File: config.mk
export PLATFORM = sky130hd
export DESIGN_NAME = traffic_light
export DESIGN_NICKNAME = d
export VERILOG_FILES = /design/src/rtl/traffic_light.sv
export SDC_FILE = /design/constraint.sdc
export NUM_CORES = 1
export LEC_CHECK = 0
export CAP_MARGIN = 15
export CORE_AREA = 2 2 39 41
export DETAILED_ROUTE_END_ITERATION = 8
export DIE_AREA = 0 0 41 43
export DONT_BUFFER_PORTS = 1
export HOLD_SLACK_MARGIN = 0.06
export SYNTH_ARGS = -nofsm -noshare
export SYNTH_HDL_FRONTEND = slang
export SYNTH_SLANG_ARGS = --single-unit
File: constraint.sdc
create_clock -name clk -period 2.43 [get_ports clk]
set_input_delay 0.486 -clock clk [delete_from_list [all_inputs] [get_ports clk]]
set_output_delay 0.486 -clock clk [all_outputs]
set_load 0.005 [all_outputs]
File: src/rtl/traffic_light.sv
// Single-road traffic light controller. Moore FSM cycling RED -> GREEN -> YELLOW -> RED,
// each phase held for its own programmable number of clock cycles.
module traffic_light #(
  parameter int unsigned RED_CYCLES    = 5,
  parameter int unsigned GREEN_CYCLES  = 5,
  parameter int unsigned YELLOW_CYCLES = 2
) (
  input  logic       clk,
  input  logic       rst,
  output logic [1:0] y
);

  // Reject dwell times the 8-bit counter cannot represent.
  if (RED_CYCLES < 1 || RED_CYCLES > 255) begin : g_bad_red
    $error("traffic_light: RED_CYCLES must be in 1..255");
  end
  if (GREEN_CYCLES < 1 || GREEN_CYCLES > 255) begin : g_bad_green
    $error("traffic_light: GREEN_CYCLES must be in 1..255");
  end
  if (YELLOW_CYCLES < 1 || YELLOW_CYCLES > 255) begin : g_bad_yellow
    $error("traffic_light: YELLOW_CYCLES must be in 1..255");
  end

  // Terminal counter value for each phase (N-1).
  localparam logic [7:0] RedLast    = 8'(RED_CYCLES - 1);
  localparam logic [7:0] GreenLast  = 8'(GREEN_CYCLES - 1);
  localparam logic [7:0] YellowLast = 8'(YELLOW_CYCLES - 1);

  typedef enum logic [1:0] {
    StRed    = 2'b00,
    StGreen  = 2'b01,
    StYellow = 2'b10
  } state_e;

  state_e     r_state;
  logic [7:0] r_cnt;

  // Phase sequencing and dwell counting; the final edge of a phase loads the next one.
  always_ff @(posedge clk or negedge rst) begin
    if (!rst) begin
      r_state <= StRed;
      r_cnt   <= 8'd0;
    end else begin
      case (r_state)
        StRed: begin
          if (r_cnt == RedLast) begin
            r_state <= StGreen;
            r_cnt   <= 8'd0;
          end else begin
            r_cnt <= r_cnt + 8'd1;
          end
        end
        StGreen: begin
          if (r_cnt == GreenLast) begin
            r_state <= StYellow;
            r_cnt   <= 8'd0;
          end else begin
            r_cnt <= r_cnt + 8'd1;
          end
        end
        StYellow: begin
          if (r_cnt == YellowLast) begin
            r_state <= StRed;
            r_cnt   <= 8'd0;
          end else begin
            r_cnt <= r_cnt + 8'd1;
          end
        end
        // Unreachable encoding recovers to a clean RED phase.
        default: begin
          r_state <= StRed;
          r_cnt   <= 8'd0;
        end
      endcase
    end
  end

  // Light code depends on the state register only, so it never glitches between edges.
  always_comb begin
    y = 2'b00;
    case (r_state)
      StRed:    y = 2'b00;
      StGreen:  y = 2'b01;
      StYellow: y = 2'b10;
      default:  y = 2'b00;
    endcase
  end

endmodule

==> impl_metrics.yaml <==
die:
  ios: 4
  coreArea_um2: 1380
  initial_utilization_pct: 40.1
  die_w_um: 41
  rows: 14
  fp.dieH_um: 43
  dieArea_um2: 1760
finish:
  stdcell_area_um2: 608
  area_growth_pct: 9.46
  diodes: 0
  mostFrequentLayoutCells: "dfrtp_1, o21ai_0, nor3_1"
  fill_cells: 134
  final_common_cell: "dfrtp_1"
  drive_gt1_share_pct: 10.5
  layout.nets: 64
worst_setup_path:
  end_kind: "flip-flop"
  arrival_ns: 1.82
  cp-start-kind: "flip-flop"
  critPathKind: "flip-flop to flip-flop"
  cp_max_fo: 6
  crit_required_ns: 2.58
sta:
  worstMarginPinSlew_ns: 0.518
  fin_crit_sh_pct: 68.8
  maxSlewHeadroom_pct: 65.2
  tns_ns: 0
  finalSetupViolCount: 0
  period_needed_ns: 1.67
  fmaxAchievable_mhz: 598
  fin_skew_ns: 0.00170
  rsz0062_at_grt: "false"
  slew_viol_final: 0
  finalHoldViolCount: 0
clock_network:
  htreeDepth: 1
  cts-buffers-inserted: 3
  root_buffer: "clkbuf_4"
  clock-sinks: 10
  clk_latency_ns: 0.25
  clockBufferDepth: 2
  clkTransAtPathRegs_ns: 0.06
  cts_tree: "yes"
route:
  postRouteAntennaNets: 0
  firstDrtPassIters: 4
  viasPerCell: 5.77
  routed_wl_um: 972
  first_iter_violations: 3
  routedWlPerCell_um: 13.3
  vias: 421
  drc: 0
yosys:
  synth.area.mux_share_pct: 0
  synth_flop_cell: "dfrtp_1"
  syn_area_um2: 556
  syn_avg_cell_area_um2: 10.5
  synth.distinct_cells: 24
  synth_compound_area_share_pct: 14.6
  syn_inst: 53
  yosysWarnings: 0
  async_reset_ff_share_pct: 100
  ys_seq_elements: 10
  synth_xor_area_share_pct: 4.73
  syn_nets: 58
  seq_area_frac_synth_pct: 45.0
  synth_top_family_by_area: "simple AND/OR/NAND/NOR gates"
  synthSimpleGateAreaFrac_pct: 27.5
  synth-edff-count: 0
  synth_fa_ha_area_share_pct: 6.76
power:
  leakagePower_uw: 0.000273
  ir_drop_uv: 194
  powerDensity_nw_per_um2: 462
place:
  routabilityCongestion: 0.695
  portBuffers: 0
  placedInstanceArea_um2: 576
  hpwl_um: 755
worst_hold_path:
  hp-class: "flip-flop to flip-flop"
global_routing:
  grt_usage_pct: 13.7
  overflow: 0
  grt_start_max_net_pins: 11
  antenna_found_initial: 0
  grt_pass1_wl_um: 1560
  grt_pass1_vias: 402
run:
  cap_violations: 0
outcome:
  status: "finished, final reports clean"
-- state kept, by name, summed over array words and instances, names as in the netlist --
signal and flops:
r_state 2, r_cnt 8
-- metrics by stage --
stage / worst slack [ns] / hold slack (ns) / power, uW / utilization, % / std cells
2_1_floorplan: 0.817 / 0.190 / 170 / - / 53
3_3_place_gp: 0.760 / 0.191 / 170 / 41.6 / 69
3_5_place_dp: 0.773 / 0.191 / 170 / 41.6 / 69
4_1_cts: 0.763 / 0.525 / 284 / 43.9 / 73
5_1_grt: 0.674 / 0.546 / 296 / 43.9 / 73
6_report: 0.758 / 0.525 / 281 / 43.9 / 73
-- final timing paths --
path,start,endpoint,slack [ns],cells past startpoint
worst max-delay path,r_cnt[3]$_DFF_PN0_,r_state[1]$_DFFE_PN0P_,0.76,3
worst min-delay path,r_state[1]$_DFFE_PN0P_,r_state[0]$_DFFE_PN0P_,0.52,1
worst max register to register,r_cnt[3]$_DFF_PN0_,r_state[1]$_DFFE_PN0P_,0.76,3
worst min register to register,r_state[1]$_DFFE_PN0P_,r_state[0]$_DFFE_PN0P_,0.52,1
max in group asynchronous,rst,r_cnt[1]$_DFF_PN0_,1.50,1
min in group asynchronous,rst,r_cnt[5]$_DFF_PN0_,0.61,1
-- layout make-up --
class	count	area, um2	area share (%)
multi-input combinational	41	298	49.0
tap	16	20.0	3.29
clock buffer	3	22.5	3.70
inverter	2	7.51	1.23
sequential	10	250	41.2
timing repair buffer	1	10.0	1.65
-- routing by layer --
layer | global-route usage, % | part of all wire, % | vias up
met5 | 0 | 0 | -
met4 | 10.0 | 1.0 | 0
met3 | 5.24 | 3.9 | 2
met2 | 20.9 | 50 | 6
met1 | 14.1 | 45 | 209
li1 | - | - | 204
-- cell families after synthesis --
family,count (synthesis)
flops,10
fa+ha+maj,3
compound gates,10
simple gates,25
xor+xnor,3
buf+inv,2
-- power by group --
part	total (uW)	internal [uW]	switching (uW)	leakage, uW
registers	166	166	0	0.000136
clock network	110	57.0	53.0	0.0000138
logic	4.23	1.10	3.13	0.000123
-- Yosys cell counts (2+ instances only) --
master / count / area [um2]
xor2_1: 2 / 17.5
nand3_1: 3 / 15.0
or3_1: 3 / 18.8
nand2_1: 3 / 11.3
inv_1: 2 / 7.51
dfrtp_1: 10 / 250
a21oi_1: 2 / 10.0
a21boi_0: 2 / 15.0
nor3_1: 4 / 20.0
nor2_1: 2 / 7.51
nor2b_1: 2 / 12.5
ha_1: 3 / 37.5
o21ai_0: 4 / 20.0
-- worst max-delay path: stages, from the launching register on --
cell,delay [ns]
dfrtp_1,0.46
or3_4,0.42
or4_1,0.48
a22o_1,0.21
-- repair_timing --
| item | 4_1_cts | 5_1_grt |
|---|---|---|
| buffers inserted | 0 | 0 |
| endpoints found under the hold margin | 10 | 0 |
| resized for setup | 0 | 0 |
| endpoints found under the setup margin | 0 | 0 |
| hold buffers | 1 | 0 |
No activity file was read; power rests on OpenSTA's default activity.
